==> src/rtl/apb_master_bridge.sv <==
// apb_master_bridge
// Command-stream to APB initiator. A small command FIFO feeds a three-state
// APB FSM; a wait-state counter forces an error completion when the slave
// stalls too long, so the bus is never held forever.
//
// state    | meaning
// ---------+-----------------------------------------------------------
// S_IDLE   | bus idle, waiting for a queued command
// S_SETUP  | APB setup phase (psel=1, penable=0)
// S_ACCESS | APB access phase (psel=1, penable=1), waiting on pready
module apb_master_bridge #(
   parameter int ADDR_W     = 32,
   parameter int DATA_W     = 32,
   parameter int FIFO_DEPTH = 4,
   parameter int TIMEOUT    = 255
) (
   input  logic              clk,
   input  logic              rst_,
   input  logic              cmd_valid_i,
   output logic              cmd_ready_o,
   input  logic              cmd_write_i,
   input  logic [ADDR_W-1:0] cmd_addr_i,
   input  logic [DATA_W-1:0] cmd_wdata_i,
   output logic              rsp_valid_o,
   output logic              rsp_write_o,
   output logic [DATA_W-1:0] rsp_rdata_o,
   output logic              rsp_err_o,
   output logic [ADDR_W-1:0] paddr_o,
   output logic [DATA_W-1:0] pwdata_o,
   output logic              psel_o,
   output logic              penable_o,
   output logic              pwrite_o,
   input  logic [DATA_W-1:0] prdata_i,
   input  logic              pready_i
);

   localparam int PTR_W  = (FIFO_DEPTH > 1) ? $clog2(FIFO_DEPTH) : 1;
   localparam int CNT_W  = $clog2(FIFO_DEPTH + 1);
   localparam int WCNT_W = (TIMEOUT > 0) ? $clog2(TIMEOUT + 1) : 1;
   localparam int ENT_W  = 1 + ADDR_W + DATA_W;

   localparam logic [CNT_W-1:0]  FULL_CNT = CNT_W'(FIFO_DEPTH);
   localparam logic [WCNT_W-1:0] WAIT_MAX = WCNT_W'(TIMEOUT);

   typedef enum logic [1:0] {
      S_IDLE   = 2'd0,
      S_SETUP  = 2'd1,
      S_ACCESS = 2'd2
   } state_t;

   logic [ENT_W-1:0]  fifo_mem [FIFO_DEPTH];
   logic [PTR_W-1:0]  wr_ptr_q, wr_ptr_d;
   logic [PTR_W-1:0]  rd_ptr_q, rd_ptr_d;
   logic [CNT_W-1:0]  count_q, count_d;

   state_t            state_q, state_d;
   logic [WCNT_W-1:0] wait_q, wait_d;
   logic              psel_q, psel_d;
   logic              penable_q, penable_d;
   logic [ADDR_W-1:0] paddr_q, paddr_d;
   logic [DATA_W-1:0] pwdata_q, pwdata_d;
   logic              pwrite_q, pwrite_d;
   logic              rsp_valid_q, rsp_valid_d;
   logic              rsp_write_q, rsp_write_d;
   logic [DATA_W-1:0] rsp_rdata_q, rsp_rdata_d;
   logic              rsp_err_q, rsp_err_d;

   logic              push;
   logic              pop;
   logic              fifo_empty;
   logic              timed_out;
   logic [ENT_W-1:0]  head;

   assign cmd_ready_o = (count_q != FULL_CNT);
   assign push        = cmd_valid_i & cmd_ready_o;
   assign fifo_empty  = (count_q == '0);
   assign head        = fifo_mem[rd_ptr_q];
   assign timed_out   = (TIMEOUT != 0) && (wait_q == WAIT_MAX);

   // Command storage; entries need no reset because count gates every read.
   always_ff @(posedge clk) begin
      if (push) begin
         fifo_mem[wr_ptr_q] <= {cmd_write_i, cmd_addr_i, cmd_wdata_i};
      end
   end

   // FIFO pointer and occupancy next-state.
   always_comb begin
      wr_ptr_d = wr_ptr_q + PTR_W'(push);
      rd_ptr_d = rd_ptr_q + PTR_W'(pop);
      count_d  = count_q;
      case ({push, pop})
         2'b10:   count_d = count_q + CNT_W'(1);
         2'b01:   count_d = count_q - CNT_W'(1);
         default: count_d = count_q;
      endcase
   end

   // FIFO control registers.
   always_ff @(posedge clk or negedge rst_) begin
      if (!rst_) begin
         wr_ptr_q <= '0;
         rd_ptr_q <= '0;
         count_q  <= '0;
      end else begin
         wr_ptr_q <= wr_ptr_d;
         rd_ptr_q <= rd_ptr_d;
         count_q  <= count_d;
      end
   end

   // APB sequencing and response formation; every bus/response output is a flop.
   always_comb begin
      state_d     = state_q;
      wait_d      = wait_q;
      psel_d      = psel_q;
      penable_d   = penable_q;
      paddr_d     = paddr_q;
      pwdata_d    = pwdata_q;
      pwrite_d    = pwrite_q;
      rsp_valid_d = 1'b0;
      rsp_write_d = rsp_write_q;
      rsp_rdata_d = rsp_rdata_q;
      rsp_err_d   = rsp_err_q;
      pop         = 1'b0;

      case (state_q)
         S_IDLE: begin
            if (!fifo_empty) begin
               pop       = 1'b1;
               pwrite_d  = head[ENT_W-1];
               paddr_d   = head[ADDR_W+DATA_W-1:DATA_W];
               pwdata_d  = head[DATA_W-1:0];
               psel_d    = 1'b1;
               penable_d = 1'b0;
               state_d   = S_SETUP;
            end
         end

         S_SETUP: begin
            penable_d = 1'b1;
            wait_d    = '0;
            state_d   = S_ACCESS;
         end

         S_ACCESS: begin
            if (pready_i || timed_out) begin
               rsp_valid_d = 1'b1;
               rsp_write_d = pwrite_q;
               rsp_err_d   = ~pready_i;
               rsp_rdata_d = (pready_i && !pwrite_q) ? prdata_i : '0;
               penable_d   = 1'b0;
               if (!fifo_empty) begin
                  // Back-to-back: psel stays high straight into the next setup.
                  pop      = 1'b1;
                  pwrite_d = head[ENT_W-1];
                  paddr_d  = head[ADDR_W+DATA_W-1:DATA_W];
                  pwdata_d = head[DATA_W-1:0];
                  psel_d   = 1'b1;
                  state_d  = S_SETUP;
               end else begin
                  psel_d  = 1'b0;
                  state_d = S_IDLE;
               end
            end else begin
               wait_d = wait_q + WCNT_W'(1);
            end
         end

         default: begin
            psel_d    = 1'b0;
            penable_d = 1'b0;
            state_d   = S_IDLE;
         end
      endcase
   end

   // FSM state and registered outputs; reset aborts any bus cycle in flight.
   always_ff @(posedge clk or negedge rst_) begin
      if (!rst_) begin
         state_q     <= S_IDLE;
         wait_q      <= '0;
         psel_q      <= 1'b0;
         penable_q   <= 1'b0;
         paddr_q     <= '0;
         pwdata_q    <= '0;
         pwrite_q    <= 1'b0;
         rsp_valid_q <= 1'b0;
         rsp_write_q <= 1'b0;
         rsp_rdata_q <= '0;
         rsp_err_q   <= 1'b0;
      end else begin
         state_q     <= state_d;
         wait_q      <= wait_d;
         psel_q      <= psel_d;
         penable_q   <= penable_d;
         paddr_q     <= paddr_d;
         pwdata_q    <= pwdata_d;
         pwrite_q    <= pwrite_d;
         rsp_valid_q <= rsp_valid_d;
         rsp_write_q <= rsp_write_d;
         rsp_rdata_q <= rsp_rdata_d;
         rsp_err_q   <= rsp_err_d;
      end
   end

   assign psel_o      = psel_q;
   assign penable_o   = penable_q;
   assign paddr_o     = paddr_q;
   assign pwdata_o    = pwdata_q;
   assign pwrite_o    = pwrite_q;
   assign rsp_valid_o = rsp_valid_q;
   assign rsp_write_o = rsp_write_q;
   assign rsp_rdata_o = rsp_rdata_q;
   assign rsp_err_o   = rsp_err_q;

endmodule

==> config.mk <==
export PLATFORM = sky130hd
export DESIGN_NAME = apb_master_bridge
export DESIGN_NICKNAME = d
export VERILOG_FILES = /design/src/rtl/apb_master_bridge.sv
export SDC_FILE = /design/constraint.sdc
export NUM_CORES = 1
export LEC_CHECK = 0
export ABC_CLOCK_PERIOD_IN_PS = 7200
export CAP_MARGIN = 0
export CORE_MARGIN = 1.5
export CORE_UTILIZATION = 45
export CTS_BUF_LIST = sky130_fd_sc_hd__clkbuf_16
export CTS_CLUSTER_SIZE = 16
export DETAILED_ROUTE_END_ITERATION = 7
export GPL_TIMING_DRIVEN = 0
export PLACE_DENSITY_LB_ADDON = 0.25
export SLEW_MARGIN = 20
export SYNTH_ARGS = -nofsm -noshare
export SYNTH_HDL_FRONTEND = slang
export SYNTH_SLANG_ARGS = --single-unit
export TNS_END_PERCENT = 1
==> constraint.sdc <==
create_clock -name clk -period 7.2 [get_ports clk]
set_clock_uncertainty 0.2 [all_clocks]
set_input_delay 0.72 -clock clk [delete_from_list [all_inputs] [get_ports clk]]
set_output_delay 0.72 -clock clk [all_outputs]
set_load 0.005 [all_outputs]
# Word level (Yosys, flattened, before mapping)
# Memories as Yosys holds them, arrays and structs flattened.
# Index checks and enable logic that the tools add are counted.
dict set report word_totals {
  regBits 119
  ram_bits 260
  in_bits 101
  elab_cells 75
  memories 1
}
# name depth width rd rd_ports_with_merged_regs wr line_no
set mem_list {}
lappend mem_list {fifo_mem 4 65 1 0 1 51} ;# logic [ENT_W-1:0] fifo_mem [FIFO_DEPTH];
dict set report op_classes {
  addsub 5
  eq_ne 9
  muxes 30
  bitwise_logic 3
  n_reduce_logical 13
}
# cell n
set op_table {}
lappend op_table {{two-way mux 32 bit} 5}
lappend op_table {{one-hot mux 32 bit (2 select lines)} 2}
lappend op_table {{one-hot mux 8 bit (2 select lines)} 1}
lappend op_table {{two-way mux 1 bit} 13}
lappend op_table {{adder 8 x 1 -> 8 bit (second input constant)} 1}
lappend op_table {{equality test 8 bit (second input constant)} 1}
lappend op_table {{two-way mux 8 bit} 1}
lappend op_table {{AND reduction 2 bit} 4}
lappend op_table {{!= test 2 bit (second input constant)} 3}
lappend op_table {{one-hot mux 1 bit (3 select lines)} 2}
lappend op_table {{one-hot mux 2 bit (3 select lines)} 1}
lappend op_table {{one-hot mux 3 bit (2 select lines)} 1}
lappend op_table {{nonzero test 2 bit} 3}
lappend op_table {{adder 2 x 1 -> 2 bit} 2}
lappend op_table {{equality test 2 x 1 -> 1 bit (second input constant)} 2}
lappend op_table {{equality test 2 bit (second input constant)} 2}
lappend op_table {{two-way mux 2 bit} 2}
lappend op_table {{one-hot mux 1 bit (2 select lines)} 2}
lappend op_table {{adder 3 x 1 -> 3 bit (second input constant)} 1}
lappend op_table {{zero test 3 bit} 1}
lappend op_table {{!= test 3 bit (second input constant)} 1}
lappend op_table {{AND reduction 3 bit} 1}
lappend op_table {{subtractor 3 x 1 -> 3 bit (second input constant)} 1}
lappend op_table {{zero test 2 bit} 1}
lappend op_table {{5 further kinds} 6}

# Longest topological paths before layout
# Gate-level depths: netlist (run 1).
dict set report logic_depth {
  word_depth 6
  ltp_mapped 11
  mapped_depth_nobuf 10
}

# Worst setup path after synthesis (run 1)
# Ideal clock, no wire load.
dict set report synth_path {
  path_kind {in2reg}
  start {in cmd_valid_i}
  end {mem fifo_mem[1][0] (netlist name) (enable)}
  setup_time_ns 0.581
  arrival_ns 5.609
  required_time_ns 6.419
  setup_slack_ns 0.809
  path_stages 2
  n_path_buf 0
  path_cell_list {nand2_1 > nor3b_1}
}
dict set report synth_between {
  elab_chain_len 3
}
# item line_no
set synth_rtl {}
lappend synth_rtl {{from (decl)} 19} ;# input logic cmd_valid_i,
lappend synth_rtl {{AND 1 bit} 75} ;# assign push = cmd_valid_i & cmd_ready_o;
lappend synth_rtl {{two-way mux 1 bit} 82} ;# if (push) begin
lappend synth_rtl {{two-way mux 1 bit (implied by the code)} 83} ;# fifo_mem[wr_ptr_q] <= {cmd_write_i, cmd_addr_i, cmd_wdata_i};
lappend synth_rtl {{to (decl)} 51}
# Every way passes these cells.

# Worst setup path after layout (run 1)
dict set report layout_path {
  start {reg wait_q[0]}
  end {reg count_q[2]}
}
dict set report layout_between {
  elab_chain_len 6
  word_cells_on_any_way 8
  cone_classes {eq/ne: 3; mux: 3; reduce/logical: 2}
}
# item line_no
set layout_rtl {}
lappend layout_rtl {{from (decl)} 57} ;# logic [WCNT_W-1:0] wait_q, wait_d;
lappend layout_rtl {{from (signal assigned)} 194} ;# wait_q <= wait_d;
lappend layout_rtl {{equality test 8 bit (*)} 78} ;# assign timed_out = (TIMEOUT != 0) && (wait_q == WAIT_MAX);
lappend layout_rtl {{logical OR 1 bit (*)} 147} ;# if (pready_i || timed_out) begin
lappend layout_rtl {{two-way mux 1 bit (*)} 147}
lappend layout_rtl {{one-hot mux 1 bit (2 select lines) (*)} 127} ;# case (state_q)
lappend layout_rtl {{equality test 2 x 1 -> 1 bit or equality test 2 bit (tied branches)} 92} ;# case ({push, pop})
lappend layout_rtl {{one-hot mux 3 bit (2 select lines) or nonzero test 2 bit (tied branches)} --}
lappend layout_rtl {{to (signal assigned)} 108} ;# count_q <= count_d;
lappend layout_rtl {{to (decl)} 54} ;# logic [CNT_W-1:0] count_q, count_d;
# Every way passes the cells marked *; elsewhere a longest branch is shown, timed or not.
# A chain may end at the register's enable or synchronous reset.

==> out/qor.csv, run 1 <==
stage,metric,value,unit
timing,finalSetupViolCount,0,
timing,min_period,3.00,ns
clock_tree,cts-htree-levels,2,
timing,worstMarginPinSlew,0.970,ns
place,dpl.hpwl,18.7,mm
synth,yosysWarnings,0,
grt,antenna_found_initial,2,
routing,route.detailed.drc,0,
pwr,p_sw,0.00206,W
die,core,30800,um^2
routing,drtIter0Drc,308,
die,die_w,181,um
clock_tree,ctsResizeCount,0,
synth,synth_common_cells,"260 x edfxtp_1, 118 x dfrtp_1, 65 x mux4_2",
synth,synth_seq_cells,378,
clock_tree,cts-root-buf,clkbuf_16,
cells_and_area,syn_to_final_growth,28.8,%
place,port_buffers,203,
pwr,sequentialPowerShare,42.4,%
grt,grt_first_pass_wirelength,43.7,mm
synth,synth_cells,708,
timing,fin_crit_sh,41.6,%
routing,vias,7206,
critical_path,cp-start-kind,register,
clock_tree,cts_tree,done,
cells_and_area,layout.nets,1089,
cells_and_area,multi_input_area,3130,um^2
status,run_status,"complete, no violations",
routing,totalWireLength,27.8,mm
timing,report.final.hold_viol_count,0,
die,io_pins,204,
clock_tree,clock_path_buffers,3,
cells_and_area,final_area,18300,um^2
clock_tree,cts_made_buffers,40,
cells_and_area,diodes,0,
synth,netlist_area,14200,um^2
synth,yosysUniqueCellTypes,40,
pwr,swShare,27.3,%
critical_path,critPathBufInv,2,
routing,routedWlPerCell,19.7,um
critical_path,critPathKind,register to register,
critical_path,cp_max_fo,11,
pwr,power.leakage,6.61,nW
routing,vias_per_cell,5.11,
grt,overflow,0,
pwr,comb_power_share,32.1,%
pwr,max-vdd-ir-drop,0.244,mV
cells_and_area,fin_util,59.3,%
synth,synth.avg_cell_area,20.1,um^2
die,dieArea,32600,um^2
critical_path,arrival,3.24,ns
synth,yosysSeqAreaShare,75.8,%
synth,yosysMostFrequentCell,edfxtp_1,
timing,slew_viol_final,0,
pwr,p_clk_share,25.5,%
pwr,internal-power,0.00546,W
clock_tree,clk_pin_slew,0.06,ns
synth,syn-num-nets,814,
die,die_height,181,um
critical_path,required,7.44,ns
timing,max_freq,0.333,GHz
timing,rsz0062_at_grt,false,
critical_path,cp_slowest_stage_delay,0.39,ns
place,globalplace.congestion,0.723,
synth,synthArstFlopShare,31.2,%
critical_path,cpMaxStageDelayCell,dfrtp_1,
critical_path,critPathTopFamily,adder cells,
synth,ys_top_cells_by_area,"edfxtp_1 55%, dfrtp_1 21%, mux4_2 10%",
cells_and_area,seq_area,10800,um^2
critical_path,crit_chain,ha_1 > and3_1 > a21oi_2 > a211oi_4 > buf_4 > ha_1 > inv_1 > fa_1 > xor2_1 > nor2_1 > xor2_1,
synth,synth_top_area_share,55.0,%
critical_path,end_kind,register,
die,start_util,46.1,%
cells_and_area,fillCellCount,2319,
cells_and_area,drive_gt1_share,20.4,%
place,post_dp_cell_area,17000,um^2
grt,grt_max_degree,90,
flow_run,cap_violations,0,
synth,synth_top_cell_by_area,edfxtp_1,
min_path,hold_path.class,register to register,
grt,grt_pass1_vias,7651,
clock_tree,clock_latency,0.52,ns
synth,synth_flop_cell,edfxtp_1,
routing,drtAntennaViolNets,0,
routing,firstDrtPassIters,4,
synth,synth_edf_count,260,
clock_tree,clock-sinks,378,
pwr,cellPowerDensity,411,nW/um^2
grt,grt_use_total,17.5,%
die,rows,64,
timing,slew_headroom,35.3,%
## kinds of logic (layout without fill, tap and decap cells)
kind of cell / Yosys count / in the layout / share of synthesized area [%]
multiplexers: 164 / 164 / 17.9
AND/OR/NAND/NOR: 69 / 69 / 2.32
adder cells (fa/ha/maj): 5 / 5 / 0.493
buffers and inverters: 71 / 378 / 2.32
XOR/XNOR: 5 / 5 / 0.308
flip-flops: 378 / 378 / 75.8
AO/OA/AOI/OAI: 16 / 16 / 0.925
## area by class of cell
cell class                 count  area share (%)
sequential                   378            58.8
clock inverter                32            1.07
multi-input combinational    259            17.1
timing repair buffer         233            12.7
clock buffer                  42            5.74
buffer                        32           0.998
tap                          396            2.71
inverter                      39           0.800
## power by group through the flow
stage | logic (W) | clock network, W | registers [W]
6_report | 0.00241 | 0.00191 | 0.00319
5_1_grt | 0.00262 | 0.00206 | 0.00326
4_1_cts | 0.00249 | 0.00197 | 0.00320
3_5_place_dp | 0.00248 | 0 | 0.00324
3_3_place_gp | 0.00236 | 0 | 0.00330
2_1_floorplan | 0.00134 | 0 | 0.00325
## metrics by stage
stage	power (W)	hold slack, ns	worst slack [ns]	cells	setup TNS [ns]
after floorplan	0.00459	0.224	0.809	708	0
after global routing	0.00794	0.306	3.98	1411	0
final	0.00752	0.276	4.20	1411	0
after global placement	0.00566	0.264	-4.04	1307	-766.47
after CTS	0.00766	0.282	4.15	1411	0
after detailed placement	0.00571	0.269	3.81	1336	0
## routing by layer
metal | track usage (%) | vias up | routed length (um)
met5 | 0 | - | 26
li1 | - | 3291 | -
met3 | 5.42 | 37 | 2140
met1 | 22.3 | 3660 | 11600
met2 | 29.5 | 214 | 13700
met4 | 3.70 | 4 | 364
## placed cells by master, fill, tap and decap left out, types with 2 or more instances in the layout
master,count
nor3b_2,2
o21ai_0,3
and4_1,2
or3_1,3
bufinv_16,2
o211ai_1,3
buf_4,24
mux2i_1,33
nand2_1,39
clkinv_1,9
and3_1,2
ha_1,4
nor3b_1,2
mux4_2,65
nand3_1,10
xor2_1,4
buf_6,13
mux2_1,30
buf_2,8
clkbuf_1,13
mux2_2,36
clkinv_2,4
nand3b_1,2
clkbuf_16,42
inv_1,53
clkdlybuf4s50_1,202
edfxtp_1,260
dfrtp_1,118
## worst paths after layout
check,slack [ns],end,startpoint,depth (start not counted)
worst max-delay path,4.20,count_q[2],wait_q[0],11
max in group asynchronous,5.56,wait_q[7],rst_,3
worst max register to register,4.20,count_q[2],wait_q[0],11
worst min register to register,0.28,psel_o,psel_o,1
worst min-delay path,0.28,psel_o,psel_o,1
min in group asynchronous,0.47,paddr_o[2],rst_,2
## sequential cells by signal, indices dropped and copies added, names as in the netlist
name / flops
rsp_rdata_o: 32
state_q: 2
count_q: 3
rsp_write_o: 1
pwrite_o: 1
fifo_mem: 260
paddr_o: 32
wait_q: 8
rd_ptr_q: 2
pwdata_o: 32
wr_ptr_q: 2
psel_o: 1
rsp_valid_o: 1
rsp_err_o: 1
## timing repair
item / 4_1_cts / 5_1_grt
hold endpoints to repair: 29 / 0
hold buffers: 1 / 0
buffers inserted: 0 / 0
Note: power is estimated with default switching activity, not from simulation.
==> inputs of run 2 (changes only) <==
--- a/config.mk
+++ b/config.mk
@@ -5,7 +5,7 @@
 export SDC_FILE = /design/constraint.sdc
 export NUM_CORES = 1
 export LEC_CHECK = 0
-export ABC_CLOCK_PERIOD_IN_PS = 7200
+export ABC_CLOCK_PERIOD_IN_PS = 3100
 export CAP_MARGIN = 0
 export CORE_MARGIN = 1.5
 export CORE_UTILIZATION = 45
==> constraint.sdc (replaced) <==
create_clock -name clk -period 3.1 [get_ports clk]
set_clock_uncertainty 0.2 [all_clocks]
set_input_delay 0.31 -clock clk [delete_from_list [all_inputs] [get_ports clk]]
set_output_delay 0.31 -clock clk [all_outputs]
set_load 0.005 [all_outputs]
==> run 2 against run 1 <==
- clock-buffer cell count is 3 lower
- via count is 0.49% lower
- largest power group unchanged
- sequential power up 130%
- combinational power is 130% higher
- largest cell class unchanged
==> out/qor.csv, run 2 (synthesis results as in run 1) <==
stage,metric,value,unit
clock_tree,clock-sinks,378,
place,globalplace.congestion,0.722,
routing,vias_per_cell,5.13,
grt,antenna_found_initial,1,
die,dieArea,32600,um^2
routing,drtIter0Drc,303,
die,die_w,181,um
die,start_util,46.1,%
routing,route.detailed.drc,0,
pwr,finalPower,0.0174,W
routing,dr_wl_met3,1.90,mm
die,core,30800,um^2
grt,grt_use_total,17.5,%
critical_path,rr_endpoint,count_q[2],
pwr,p_clk_share,25.1,%
pwr,comb_power_share,32.3,%
pwr,internal-power,0.0126,W
place,dpl.hpwl,18.2,mm
flow_run,cap_violations,0,
cells_and_area,mostFrequentLayoutCells,"260 x edfxtp_1, 202 x clkdlybuf4s50_1, 118 x dfrtp_1, 65 x mux4_2, 48 x inv_1",
clock_tree,cts-root-buf,clkbuf_16,
critical_path,regToRegSetupSlack,0.20,ns
cells_and_area,syn_to_final_growth,28.5,%
pwr,p_sw,0.00485,W
clock_tree,clock_path_buffers,3,
routing,vias,7171,
critical_path,end_kind,register,
timing,finalSetupViolCount,0,
grt,grt_max_degree,75,
grt,grt_first_pass_wirelength,44.1,mm
grt,overflow,0,
place,port_buffers,203,
routing,drtAntennaViolNets,0,
cells_and_area,layout.nets,1076,
cells_and_area,regMostFlops,fifo_mem,
clock_tree,post_cts_buffers,0,
cells_and_area,drive_gt1_share,19.9,%
routing,totalWireLength,27.5,mm
timing,fin_crit_sh,93.7,%
routing,routedWlPerCell,19.7,um
timing,whs,0.102,ns
critical_path,required,3.34,ns
pwr,max-vdd-ir-drop,0.680,mV
grt,grt_pass1_vias,7603,
cells_and_area,fin_cells,1397,
routing,firstDrtPassIters,4,
pwr,swShare,27.9,%
timing,min_period,2.90,ns
critical_path,cp_max_fo,11,
clock_tree,clk_pin_slew,0.06,ns
critical_path,worst_r2r_path_depth,11,
timing,max_freq,0.344,GHz
routing,top_layer,met5,
routing,wl_met2,13.2,mm
critical_path,critPathKind,register to register,
clock_tree,cts-htree-levels,2,
timing,slew_viol_final,0,
cells_and_area,largest_reg_flops,260,
routing,wl_met1,11.8,mm
pwr,sequentialPowerShare,42.7,%
timing,slew_headroom,49.3,%
cells_and_area,diodes,0,
pwr,power.leakage,6.54,nW
clock_tree,clock_latency,0.53,ns
die,die_height,181,um
cells_and_area,fillCellCount,2315,
critical_path,cp-startpoint,wait_q[0],
timing,worstMarginPinSlew,0.760,ns
critical_path,arrival,3.14,ns
status,run_status,"complete, no violations",
min_path,hold_path.class,primary input to async pin,
critical_path,cp-start-kind,register,
cells_and_area,final_common_cell,edfxtp_1,
critical_path,r2r-start,wait_q[0],
clock_tree,cts_made_buffers,39,
die,rows,64,
die,io_pins,204,
timing,rsz0062_at_grt,false,
place,dp_cells,1324,
clock_tree,cts_tree,done,
timing,report.final.hold_viol_count,0,
pwr,cellPowerDensity,954,nW/um^2
[run 2: timing repair]
action	in CTS	in global routing
endpoints found under the setup margin	0	1
hold buffers	1	0
resized for setup	0	1
endpoints found under the hold margin	118	0
[run 2: worst max-delay path by stage]
stage	to	slack, ns	cells past startpoint
global placement	pwdata_o[21]	-3.78	1
CTS	count_q[2]	0.12	11
detailed placement	count_q[2]	0.13	10
finish	count_q[2]	0.20	11
floorplan	fifo_mem[2][0]	-0.85	4
global route	count_q[2]	0.009	11
[run 2: final cells by class]
class / instances / area, um^2 / share of cell area, %
plain buffers: 32 / 188 / 1.03
clock buffers: 39 / 976 / 5.35
clock inverters: 33 / 233 / 1.28
inverters: 39 / 146 / 0.802
multi-input cells: 259 / 3150 / 17.3
flip-flops and latches: 378 / 10800 / 59.0
well taps: 396 / 495 / 2.72
repair buffers: 221 / 2300 / 12.6
[run 2: power by group through the flow]
stage               logic (W)  registers, W  clock network [W]
floorplan             0.00312       0.00750                  0
global placement      0.00547       0.00758                  0
detailed placement    0.00576       0.00753                  0
CTS                   0.00578       0.00744            0.00449
global route          0.00613       0.00758            0.00468
finish                0.00562       0.00743            0.00437
[run 2: per-layer routing]
metal	up-vias	GRT usage [%]
li1	3264	-
met4	2	4.81
met1	3644	22.9
met3	49	5.09
met5	-	0
met2	212	28.9
[run 2: through the flow]
stage	util (%)	cell area, um^2	worst slack (ns)	setup TNS (ns)
after floorplan	-	14200	-0.854	-108.45
after global placement	54.3	16700	-3.78	-1063.73
after detailed placement	55.2	17000	0.130	0
after CTS	59.2	18200	0.121	0
after global routing	59.2	18200	0.00938	0
final	59.2	18200	0.195	0
[run 2: worst max-delay path: stages (launching register included)]
cell and delay, ns:
dfrtp_1 0.40, ha_1 0.22, and3_1 0.25, a21oi_2 0.11, a211oi_4 0.38, buf_6 0.24
ha_1 0.20, inv_1 0.06, fa_1 0.37, xor2_1 0.15, nor2_1 0.10, xor2_1 0.14
